[config.mk]
export PLATFORM = sky130hd
export DESIGN_NAME = irq_trap_sequencer
export DESIGN_NICKNAME = d
export VERILOG_FILES = /design/src/rtl/irq_pkg.sv /design/src/rtl/irq_edge_latch.sv /design/src/rtl/irq_trap_sequencer.sv
export SDC_FILE = /design/constraint.sdc
export NUM_CORES = 1
export LEC_CHECK = 0
export ABC_AREA = 1
export CELL_PAD_IN_SITES_DETAIL_PLACEMENT = 0
export CELL_PAD_IN_SITES_GLOBAL_PLACEMENT = 1
export CORE_UTILIZATION = 25
export DETAILED_ROUTE_END_ITERATION = 16
export PLACE_DENSITY_LB_ADDON = 0.1
export SYNTH_ARGS = -nofsm -noshare
export SYNTH_HDL_FRONTEND = slang
export SYNTH_SLANG_ARGS = --single-unit
[constraint.sdc]
create_clock -name clk -period 1.6 [get_ports clk]
set_input_delay 0.24 -clock clk [delete_from_list [all_inputs] [get_ports clk]]
set_output_delay 0.24 -clock clk [all_outputs]
set_load 0.02 [all_outputs]
[src/rtl/irq_pkg.sv]
// Shared definitions for the machine-level interrupt front end.
package irq_pkg;

  // Sequencer states; encoding is fixed so debug probes can decode it.
  typedef enum logic [1:0] {
    ST_IDLE = 2'd0,
    ST_TRAP = 2'd1,
    ST_ISR  = 2'd2,
    ST_RET  = 2'd3
  } state_e;

  // Interrupt flag position inside mcause.
  localparam int MCAUSE_IRQ_BIT = 31;

  // Address of the vector for source 0 unless overridden.
  localparam logic [31:0] DEFAULT_ISR_BASE = 32'd52;

  // Vector address for a source; 32-bit arithmetic, wraps on overflow.
  function automatic logic [31:0] vec_addr(input logic [31:0] base,
                                           input logic [3:0]  idx,
                                           input logic [31:0] stride);
    return base + ({28'd0, idx} * stride);
  endfunction

endpackage

[src/rtl/irq_edge_latch.sv]
// Per-source rising-edge detector with a sticky pending bit.
// A new edge arriving in the same cycle as the clear keeps the bit set.
module irq_edge_latch (
  input  logic clk,
  input  logic rst_n,
  input  logic src_i,
  input  logic clr_i,
  output logic pending_o
);

  logic prev_q, prev_d;
  logic pending_q, pending_d;
  logic rise;

  // Next-state: remember last level, set on rise, clear unless a rise collides.
  always_comb begin
    rise      = src_i & ~prev_q;
    prev_d    = src_i;
    pending_d = rise | (pending_q & ~clr_i);
  end

  // State registers.
  always_ff @(posedge clk or negedge rst_n) begin
    if (!rst_n) begin
      prev_q    <= 1'b0;
      pending_q <= 1'b0;
    end else begin
      prev_q    <= prev_d;
      pending_q <= pending_d;
    end
  end

  assign pending_o = pending_q;

endmodule

[src/rtl/irq_trap_sequencer.sv]
// Interrupt front end beside EX: latches edges, picks the lowest-index
// eligible source, captures PC/cause, and sequences flush + redirect into
// the ISR vector and back out again on mret.
module irq_trap_sequencer
  import irq_pkg::*;
#(
  parameter int          N_SRC      = 4,
  parameter logic [31:0] ISR_BASE   = DEFAULT_ISR_BASE,
  parameter int          VEC_STRIDE = 4
) (
  input  logic             clk,
  input  logic             rst_n,
  input  logic [N_SRC-1:0] irq_src,
  input  logic [N_SRC-1:0] irq_mask,
  input  logic [31:0]      pc_ex,
  input  logic             ex_valid,
  input  logic             mret_ex,
  output logic             flush,
  output logic             redirect_valid,
  output logic [31:0]      redirect_pc,
  output logic [31:0]      mepc,
  output logic [31:0]      mcause,
  output logic [N_SRC-1:0] irq_ack,
  output logic [N_SRC-1:0] pending,
  output logic             in_isr
);

  state_e      state_q, state_d;
  logic [3:0]  idx_q, idx_d;
  logic [31:0] mepc_q, mepc_d;
  logic [31:0] mcause_q, mcause_d;

  logic [N_SRC-1:0] eligible;
  logic             win_found;
  logic [3:0]       win_idx;

  // Per-source edge latches; a source is cleared only in its own TRAP cycle.
  genvar gi;
  generate
    for (gi = 0; gi < N_SRC; gi++) begin : g_src
      assign irq_ack[gi] = (state_q == ST_TRAP) && (idx_q == 4'(gi));
      irq_edge_latch u_latch (
        .clk      (clk),
        .rst_n    (rst_n),
        .src_i    (irq_src[gi]),
        .clr_i    (irq_ack[gi]),
        .pending_o(pending[gi])
      );
    end
  endgenerate

  assign eligible = pending & irq_mask;

  // Fixed-priority encoder: lowest eligible index wins.
  always_comb begin
    win_found = 1'b0;
    win_idx   = 4'd0;
    for (int i = N_SRC - 1; i >= 0; i--) begin
      if (eligible[i]) begin
        win_found = 1'b1;
        win_idx   = 4'(i);
      end
    end
  end

  // State, winner index and trap CSR registers.
  always_ff @(posedge clk or negedge rst_n) begin
    if (!rst_n) begin
      state_q  <= ST_IDLE;
      idx_q    <= 4'd0;
      mepc_q   <= 32'd0;
      mcause_q <= 32'd0;
    end else begin
      state_q  <= state_d;
      idx_q    <= idx_d;
      mepc_q   <= mepc_d;
      mcause_q <= mcause_d;
    end
  end

  // Next-state: trap only on a real EX instruction; no nesting while in ISR.
  always_comb begin
    state_d  = state_q;
    idx_d    = idx_q;
    mepc_d   = mepc_q;
    mcause_d = mcause_q;
    unique case (state_q)
      ST_IDLE: begin
        if (win_found && ex_valid) begin
          state_d                  = ST_TRAP;
          idx_d                    = win_idx;
          mepc_d                   = pc_ex;
          mcause_d                 = {28'd0, win_idx};
          mcause_d[MCAUSE_IRQ_BIT] = 1'b1;
        end
      end
      ST_TRAP: state_d = ST_ISR;
      ST_ISR:  if (mret_ex) state_d = ST_RET;
      ST_RET:  state_d = ST_IDLE;
      default: state_d = ST_IDLE;
    endcase
  end

  // Outputs decoded purely from registered state so they never glitch.
  always_comb begin
    flush          = 1'b0;
    redirect_valid = 1'b0;
    redirect_pc    = 32'd0;
    unique case (state_q)
      ST_TRAP: begin
        flush          = 1'b1;
        redirect_valid = 1'b1;
        redirect_pc    = vec_addr(ISR_BASE, idx_q, 32'(VEC_STRIDE));
      end
      ST_RET: begin
        flush          = 1'b1;
        redirect_valid = 1'b1;
        redirect_pc    = mepc_q;
      end
      default: ;
    endcase
  end

  assign in_isr = (state_q == ST_TRAP) || (state_q == ST_ISR);
  assign mepc   = mepc_q;
  assign mcause = mcause_q;

endmodule
==> summary.md <==
| Metric | Value |
|---|---|
| Status | `finished, violations left` |
| Failing checks | `negative setup slack` |
| Leading cell type in the layout, fill and taps excluded | `nand2_1` |
| CTS tree | `done` |
| Initial antenna violation count | `0` |
| Ys flop type | `dfrtp_1` |
| Global-route wire length before repair | `10,300 um` |
| Cell Area, Synth | `2490 um2` |
| Die Y | `102 um` |
| Reg2Reg Depth | `7` |
| Worst-path clk slew | `0.08 ns` |
| Placer Congestion | `0.759` |
| Total of max-cap violations | `0` |
| Yosys top cell by area | `dfrtp_1` |
| Crit. Startpoint | `state_q[1]` |
| Starting DRT DRC Count | `33` |
| Pwr Total | `7.67 mW` |
| Critical path's slowest cell | `dfrtp_2` |
| Yosys cell types | `22` |
| Worst path cell trace | `inv_2 -> ha_4 -> or2_2 -> buf_2` |
| Cell Rows | `36` |
| R2R Path End | `state_q[0]` |
| Final instance area | `4110 um2` |
| Fin. Hold Viols | `0` |
| I/O Buffers | `121` |
| Final hold slack | `0.413 ns` |
| Largest vdd supply drop | `0.538 mV` |
| CTS Sinks | `45` |
| Area of the multi-input gates | `1100 um2` |
| Post-route DRC | `0` |
| Tmin final | `1.68 ns` |
| Vias in the first global route | `2,088` |
| H-tree level count | `2` |
| Power Density | `1870 nW/um2` |
| GRT Resource Usage Total | `13.0%` |
| Global route total overflow | `0` |
| Total number of vias | `2,222` |
| Flop and latch count out of synthesis | `45` |
| Routed Antenna Nets | `0` |
| Via density | `3.80` |
| Ys async rst share | `100%` |
| Period utilization | `105%` |
| DP HPWL | `5090 um` |
| Antenna cell count | `0` |
| CP max stage delay | `0.41 ns` |
| Cells after DPL | `572` |
| Setup CP Type | `reg2out` |
| Reg2Reg Setup Slack | `0.13 ns` |
| Register area share after synthesis | `45.2%` |
| Clock buffer depth | `2` |
| Largest net degree at the start of global routing | `31` |
| Clock Skew | `0.00520 ns` |
| CP bufs+invs | `2` |
| CP max FO | `7` |
| Hold Crit Class | `in2async` |
| Routed length per instance | `11.5 um` |
| Largest delay share family, worst path | `flip-flops` |
| Seq. cell area | `1130 um2` |
| Initial Utilization | `25.6%` |
| First-pass DRT Iterations | `4` |
| Worst EP required | `1.36 ns` |
| Max Slew Vio Count | `0` |
| CP Launch Type | `flop` |
| Share of cells above drive strength 1 | `26.5%` |
| Io pins | `151` |
| FMAX | `594 MHz` |
| Worst r2r src | `state_q[0]` |
| Nets | `505` |
| Synth top area cells | `dfrtp_1 45%, nand2_1 23%, buf_4 12%, inv_1 6.3%, ha_1 4.5%` |
| Clock root buffer master | `clkbuf_8` |
| RSZ-0062 raised after global routing | `yes` |
| Core Footprint | `9730 um2` |
| Critical path capture point type | `output port` |
| EDFF count, synth | `0` |
| Routed Wire Length | `6710 um` |
| Worst Path Arrival | `1.44 ns` |
| Layout Cells excl Fill | `585` |
| Synth Area per Inst | `7.78 um2` |
| Highest-count cells in the layout ignoring fill and taps | `137 x nand2_1, 67 x clkdlybuf4s50_1, 42 x dfrtp_1` |
| Die area | `10,400 um2` |
| Final core utilization | `42.2%` |
| Final setup fails | `24` |
| CTS buffer count | `5` |
| Post-DP Area | `3800 um2` |
| Ys Warns | `0` |
| Die X-Extent | `102 um` |
| Post-Syn Instances | `320` |
| Yosys top cell area share | `45.2%` |
| Static Leak | `2.43 nW` |
| Filler instances | `1,013` |
| Final worst slack | `-0.0832 ns` |
| P&R area growth vs syn | `65.1%` |
| Worst-Skew Late Latency | `0.28 ns` |
==> through the flow <==
step | TNS (ns) | setup slack [ns]
floorplan | 0 | 0.0886
CTS | -2.03 | -0.105
global placement | -10.05 | -0.302
global route | -3.55 | -0.147
finish | -1.47 | -0.0832
detailed placement | -10.65 | -0.316
==> cell families (layout without fill, tap and decap cells) <==
| kind of cell | after synthesis | count (layout) | share of synthesized area (%) |
|---|---|---|---|
| AOI/OAI and AO/OA | 11 | 11 | 2.66 |
| other | 1 | 29 | 0.151 |
| buffers and inverters | 91 | 195 | 21.1 |
| adders and majority gates | 9 | 9 | 4.52 |
| DFF | 45 | 45 | 45.2 |
| and+or+nand+nor | 163 | 163 | 26.3 |
==> flip-flops by register name, indices dropped and copies added (netlist names) <==
name and cells:
mepc 32, g_src.u_latch.pending_o 4, g_src.u_latch.prev_q 4, mcause 2
state_q 2, idx_q 1
==> Yosys cell counts (2+ instances only) <==
cell type	count
or2_2	2
nand3_1	3
o21ai_0	8
buf_2	3
buf_6	4
nand2_2	2
buf_4	40
nand2_1	151
dfrtp_1	45
inv_1	42
ha_1	9
==> per-layer routing <==
layer	part of all wire, %	track usage [%]
met1	42	15.8
met4	1.3	3.79
met2	50	22.6
met5	0	0
met3	6.2	3.31
==> final cells by class <==
class | instances | share of cell area [%]
timing repair buffer | 145 | 35.5
sequential | 45 | 27.5
multi-input combinational | 212 | 26.8
inverter | 43 | 4.05
tap | 133 | 4.05
clock buffer | 7 | 2.10
==> power breakdown <==
group          total, mW  switching [mW]  internal [mW]
clock network      0.697           0.354          0.343
logic               4.88            2.58           2.30
registers           2.10           0.472           1.62
==> repair_timing <==
item                                    4_1_cts  5_1_grt
pin swaps                                    10        5
resized for setup                           233       59
setup buffers                                 2        3
hold endpoints to repair                     15        0
hold buffers                                  1        0
endpoints found under the setup margin       42       47
==> worst max-delay path by stage <==
stage                                 end  cells after the start
after floorplan            redirect_pc[2]                      4
after global placement     redirect_pc[0]                      6
after detailed placement  redirect_pc[18]                      6
after CTS                 redirect_pc[18]                      6
after global routing      redirect_pc[23]                      6
final                               flush                      4
Power figures use the tool's default switching activity.
==> RTL edit 1, RTL diff (config.mk and constraints unchanged) <==
`N_SRC`: 4 -> 2.
--- a/src/rtl/irq_trap_sequencer.sv
+++ b/src/rtl/irq_trap_sequencer.sv
@@ -4,7 +4,7 @@
 module irq_trap_sequencer
   import irq_pkg::*;
 #(
-  parameter int          N_SRC      = 4,
+  parameter int          N_SRC      = 2,
   parameter logic [31:0] ISR_BASE   = DEFAULT_ISR_BASE,
   parameter int          VEC_STRIDE = 4
 ) (
Ports: changed (resized irq_ack, irq_mask, irq_src and pending); port bits go from 151 to 143. No check against the original RTL was run, so the function may have changed too.
==> RTL edit 1 against the original RTL <==
  * Clock power rose by 30%
  * Sequential cell count fell by 5
  * Hold slack got worse by 0.011 ns
  * Total power fell by 13%
  * Wire length fell by 22%
  * Setup slack improved by 0.085 ns
  * Synthesized area fell by 12%
  * Design area fell by 13%
  * Maximum frequency rose by 5.3%
  * Critical path type unchanged
  * Highest routed layer unchanged
==> RTL edit 1: results (changes against the original RTL) <==
- Distinct cell type count of the synthesized netlist: 18 (-18%)
- Proportion of cell area spent on the clock network: 3.55% (+1.4 points)
- Cell at the root of the clock tree: clkbuf_8
- Critical-path maximum fanout: 3 (-4)
- Number of CTS-inserted buffers: 5 (unchanged)
- Slowest cell on the critical path: dfrtp_1
- Most used DFF post-synth: dfrtp_1
- Placement Cell Area: 3330 sq um (-13%)
- Maximum root-to-sink buffer count: 2 (unchanged)
- GRT met1 Usage: 15.0% (-0.80 points)
- Iteration-0 DRC count of the detailed router: 47 (+42%)
- Post-layout net count: 445 (-12%)
- Maximum number of pins on one net before global-route repair: 37 (+19%)
- Ranking of synthesized cells by area: dfrtp_1 45%, nand2_1 14%, buf_4 12%, inv_1 12%, o21ai_1 5.9%
- Clock buffer count: 7 (unchanged)
- Area added between synthesis and finish: 61.6%
- Fraction of final layout cells sized beyond drive strength 1: 21.4% (-5.2 points)
- Global Route met2 Usage: 19.8% (-2.8 points)
- Adder-cell share of the synthesized area: 2.27% (-2.2 points)
- XOR/XNOR share of the synthesized area: 0% (unchanged)
- Worst Setup Slack post-DPL: -0.202 ns (+0.114 ns)
- Global-route wire length before repair: 8410 microns (-19%)
- Final weighted congestion of routability-driven global placement: 0.659 (-13%)
- Max VDD drop: 0.000710 V (+32%)
- Detailed-routing wirelength on met1: 2270 microns (-20%)
- Proportion of synthesized area in mux cells: 0% (unchanged)
- List of most frequent post-synthesis cells: 81 x nand2_1, 68 x inv_1, 40 x dfrtp_1, 35 x buf_4, 26 x o21ai_1
- Arrival time at the worst endpoint: 1.36 ns (-0.08 ns)
- Multi-input logic portion of the cell area: 21.5% (-5.3 points)
- Global routing usage on met3: 4.42% (+1.1 points)
- Post-synthesis compound-gate area fraction: 9.09% (+6.4 points)
- Half-perimeter wire length after detailed placement: 4040 microns (-21%)
- Maximum cell stage delay along the critical path: 0.44 ns (+0.03 ns)
- Seq/Total Area, Yosys: 45.5% (+0.23 points)
- Port bufs: 112 (-7.4%)
- Nonclk inv count: 68 (+58%)
- Class of the worst hold path: in2async
- Non-clock buffer count: 126 (-13%)
- Routed via count divided by cell count: 3.75 (-1.3%)
- Max layer used: met4
- Non-clk buf share: 35.9% (+0.43 points)
- Overall routing resource usage: 12.1% (-0.94 points)
- Critical path's top delay family: flip-flops
- Number of filler cells placed in the layout: 866 (-15%)
- Run status: complete, no violations
- Yosys warning total: 0 (unchanged)
- Clock transition time at the flip-flop clock pins of the worst setup and hold paths: 0.08 ns (about the same)
- Sequential fraction of total cell area: 28.2% (+0.67 points)
- Seq Cell Count: 40 (-11%)
- Via count of the first global-routing pass: 1737 (-17%)
- Number of flip-flops in the largest register: 32 (unchanged)
- Static power due to leakage: 2.04 nW (-16%)
- Amount of wire on met2 after detailed routing: 2400 microns (-29%)
- Multi-input gate count: 160 (-25%)
- Met3 routed wirelength: 529 microns (+27%)
- Total detailed-routing wirelength: 5250 microns (-22%)
- Power density over the cells: 1880 nW/um^2 (+0.87%)
- Drt pass-1 iters: 4 (unchanged)
- Skew final: 0.00397 ns (-0.00123 ns)
- Clock latency reported for the late side of the worst-skew pair: 0.29 ns
[RTL edit 1: changes by cell type after synthesis, moves of 3 or more]
cell / before / now
buf_4: 40 / 35
o21ai_1: 0 / 26
o21ai_2: 1 / 4
ha_1: 9 / 4
nand2_1: 151 / 81
inv_1: 42 / 68
dfrtp_1: 45 / 40
[RTL edit 1: worst paths after layout]
check	start	end	slack [ns]	cells past startpoint
worst min register to register	g_src[0].u_latch.prev_q	g_src[0].u_latch.pending_o	0.42	1
worst min-delay path	rst_n	g_src[0].u_latch.pending_o	0.40	2
min in group clk	g_src[0].u_latch.prev_q	g_src[0].u_latch.pending_o	0.42	1
worst max register to register	state_q[0]	state_q[0]	0.17	7
max in group asynchronous	rst_n	mepc[5]	0.62	3
worst max-delay path	state_q[1]	flush	0.002	4
[RTL edit 1: logic make-up (layout without fill, tap and decap cells)]
family                     after synthesis  after routing
AOI/OAI and AO/OA                       37             37
buffers and inverters                  114            202
and+or+nand+nor                         89             89
adders and majority gates                4              4
other                                    1             30
DFF                                     40             40
[RTL edit 1: timing repair]
action / CTS / global route
setup endpoints to repair: 38 / 41
gates resized for setup: 163 / 80
hold buffers: 1 / 0
endpoints found under the hold margin: 15 / 0
buffers inserted: 2 / 0
pin swaps: 0 / 1
[RTL edit 1: report_power, final]
part           switching, mW  total (mW)  internal (mW)
Sequential             0.390        1.84           1.45
Clock                  0.353       0.903          0.551
Combinational           2.05        3.96           1.90
[RTL edit 1: metrics by stage]
| stage | total power, mW | std cells |
|---|---|---|
| after CTS | 6.44 | 507 |
| after global placement | 5.58 | 496 |
| after floorplan | 3.88 | 314 |
| after global routing | 7.23 | 507 |
| final | 6.70 | 507 |
| after detailed placement | 5.60 | 496 |
==> RTL edit 2, RTL diff (config.mk and constraints unchanged) <==
Without the edit above. Add an input register stage for `irq_src` and `irq_mask`, with the module's reset; this delays them by one clock. The other inputs are not delayed to match.
--- a/src/rtl/irq_trap_sequencer.sv
+++ b/src/rtl/irq_trap_sequencer.sv
@@ -25,6 +25,19 @@
   output logic             in_isr
 );
 
+  logic [N_SRC-1:0] irq_src_q;
+  logic [N_SRC-1:0] irq_mask_q;
+
+  always_ff @(posedge clk or negedge rst_n) begin
+    if (!rst_n) begin
+      irq_src_q  <= '0;
+      irq_mask_q <= '0;
+    end else begin
+      irq_src_q  <= irq_src;
+      irq_mask_q <= irq_mask;
+    end
+  end
+
   state_e      state_q, state_d;
   logic [3:0]  idx_q, idx_d;
   logic [31:0] mepc_q, mepc_d;
@@ -42,14 +55,14 @@
       irq_edge_latch u_latch (
         .clk      (clk),
         .rst_n    (rst_n),
-        .src_i    (irq_src[gi]),
+        .src_i    (irq_src_q[gi]),
         .clr_i    (irq_ack[gi]),
         .pending_o(pending[gi])
       );
     end
   endgenerate
 
-  assign eligible = pending & irq_mask;
+  assign eligible = pending & irq_mask_q;
 
   // Fixed-priority encoder: lowest eligible index wins.
   always_comb begin
Formal check against the unedited RTL: not equivalent (Yosys sat finds a counterexample within 4 cycles, from zero or initial values and one cycle with rst_n low).
==> RTL edit 2 against the original RTL <==
  * The flow still finishes with violations (negative setup slack)
  * Synthesized area is 11% higher
  * Core utilization is 0.42 points lower
  * Global-route usage is 0.19 points lower
  * Wire length is 8.8% higher
  * Maximum frequency is 2.9% lower
  * Largest power group unchanged
  * Clock power is 22% higher
  * Total power is 5.3% higher
  * First-iteration DRC count is 76% higher
  * Design area is 6.9% higher
  * Sequential cell count is 8 higher
  * Setup slack worse by 0.050 ns
==> RTL edit 2: results (changes against the original RTL) <==
- Final Setup Violations: 31 (+29%)
- Drt pass-1 iters: 4 (unchanged)
- Post-layout net count: 509 (+0.79%)
- Half-perimeter wire length after detailed placement: 5290 microns (+4.0%)
- Total detailed-routing wirelength: 7310 microns (+8.8%)
- Setup tns final: -1.04 ns (+0.432 ns)
- Via count of the first global-routing pass: 2194 (+5.1%)
- Iteration-0 DRC count of the detailed router: 58 (+76%)
- Adder-cell share of the synthesized area: 3.64% (-0.89 points)
- ANT cells: 0 (unchanged)
- Maximum number of pins on one net before global-route repair: 36 (+16%)
- Seq/Total Area, Yosys: 48.2% (+3.0 points)
- Failing checks: negative setup slack
- Post-synthesis compound-gate area fraction: 2.95% (+0.29 points)
- Most used DFF post-synth: dfrtp_1
- Internal power contribution: 4.52 mW (+6.1%)
- Max VDD drop: 0.000875 V (+63%)
- Ranking of synthesized cells by area: dfrtp_1 48%, nand2_1 19%, buf_4 10%, inv_1 5.7%, ha_1 3.6%
- Final weighted congestion of routability-driven global placement: 0.679 (-10%)
- Maximum root-to-sink buffer count: 2 (unchanged)
- Class of the worst hold path: in2reg
- Yosys warning total: 0 (unchanged)
- Number of filler cells placed in the layout: 1107 (+9.3%)
- Distinct cell type count of the synthesized netlist: 23 (+4.5%)
- List of most frequent post-synthesis cells: 137 x nand2_1, 53 x dfrtp_1, 42 x inv_1, 38 x buf_4, 16 x nand2_2
- Port bufs: 121 (unchanged)
- Critical-path maximum fanout: 4 (-3)
- Number of levels the H-tree was split into: 2 (unchanged)
- Static power due to leakage: 2.63 nW (+8.2%)
- Clock latency reported for the late side of the worst-skew pair: 0.31 ns (+0.03 ns)
- Proportion of synthesized area in mux cells: 0% (unchanged)
- XOR/XNOR share of the synthesized area: 0% (unchanged)
- FFs w/ async S/R, synth: 100% (unchanged)
- Global-route wire length before repair: 11300 microns (+9.5%)
- Run status: complete, but fails checks
- Number of antenna violations at the first check in global routing: 0 (unchanged)
- Number of flip-flops in the largest register: 32 (unchanged)
- Fraction of final layout cells sized beyond drive strength 1: 28.6% (+2.1 points)
- Skew final: 0.00866 ns (+0.00346 ns)
- Post-layout worst setup margin: -0.133 ns (-0.0498 ns)
- Arrival time at the worst endpoint: 1.49 ns (+0.05 ns)
- Clock transition time at the flip-flop clock pins of the worst setup and hold paths: 0.10 ns (+0.02 ns)
- Routed via count divided by cell count: 3.86 (+1.5%)
- Cell at the root of the clock tree: clkbuf_8
- Overall routing resource usage: 12.8% (-0.19 points)
- Worst Setup Slack post-DPL: -0.299 ns (+0.0167 ns)
## RTL edit 2: cell count changes after synthesis, sizes merged
| cell | unedited run | this run |
|---|---|---|
| dfrtp | 45 | 53 |
| ha | 9 | 8 |
## RTL edit 2: cell type report
cell class                 instances  area, sq um  area share [%]
timing repair buffer             143         1490            33.8
inverter                          43          166            3.79
clock inverter                     1         5.00           0.114
sequential                        53         1330            30.3
multi-input combinational        211         1140            25.9
tap                              136          170            3.87
clock buffer                       7         96.3            2.19
## RTL edit 2: path summary, 6_finish.rpt
kind,startpoint,to,slack [ns],depth (start not counted)
max,state_q[1],redirect_pc[3],-0.13,5
min,irq_src[1],irq_src_q[1],0.36,1
max reg2reg,state_q[1],mcause[31],0.11,7
min reg2reg,irq_src_q[0],g_src[0].u_latch.prev_q,0.38,0
max in group asynchronous,rst_n,mepc[26],0.70,3
min in group asynchronous,rst_n,irq_mask_q[0],0.38,2
## RTL edit 2: cell families (layout without fill, tap and decap cells)
| logic type | count (synthesis) | count (layout) |
|---|---|---|
| simple gates | 163 | 163 |
| buf+inv | 91 | 194 |
| flops | 53 | 53 |
| compound gates | 11 | 11 |
| fa+ha+maj | 8 | 8 |
| other cells | 1 | 29 |
## RTL edit 2: power groups by stage
stage / Combinational [mW] / Clock [mW] / Sequential [mW]
5_1_grt: 5.35 / 0.928 / 2.37
3_3_place_gp: 4.48 / 0 / 2.25
3_5_place_dp: 4.51 / 0 / 2.26
2_1_floorplan: 2.05 / 0 / 2.67
6_report: 4.93 / 0.851 / 2.29
4_1_cts: 4.43 / 0.895 / 2.26
## RTL edit 2: critical path, stage by stage (launching register included)
cell,delay (ns)
dfrtp_2,0.42
inv_2,0.06
ha_4,0.18
buf_6,0.14
a22o_1,0.24
buf_6,0.14
## RTL edit 2: through the flow
stage               power [mW]  cell area [sq um]  std cells
floorplan                 4.72               2860        355
global placement          6.73               4020        581
detailed placement        6.77               4020        581
CTS                       7.59               4030        590
global route              8.65               4400        594
finish                    8.07               4400        594
## RTL edit 2: what timing repair did
item / CTS / global route
buffers inserted: 0 / 3
hold buffers: 1 / 0
pin swaps: 2 / 5
hold endpoints to repair: 13 / 0
gates cloned: 0 / 1
endpoints found under the setup margin: 47 / 57
gates resized for setup: 190 / 111
## RTL edit 2: layer usage
| layer | vias to the layer above | global-route usage [%] | share of wire, % |
|---|---|---|---|
| li1 | 1150 | - | - |
| met1 | 1056 | 15.7 | 43 |
| met2 | 82 | 22.5 | 51 |
| met3 | 2 | 2.80 | 5.5 |
| met4 | 0 | 3.52 | 0.67 |
| met5 | - | 0 | 0 |
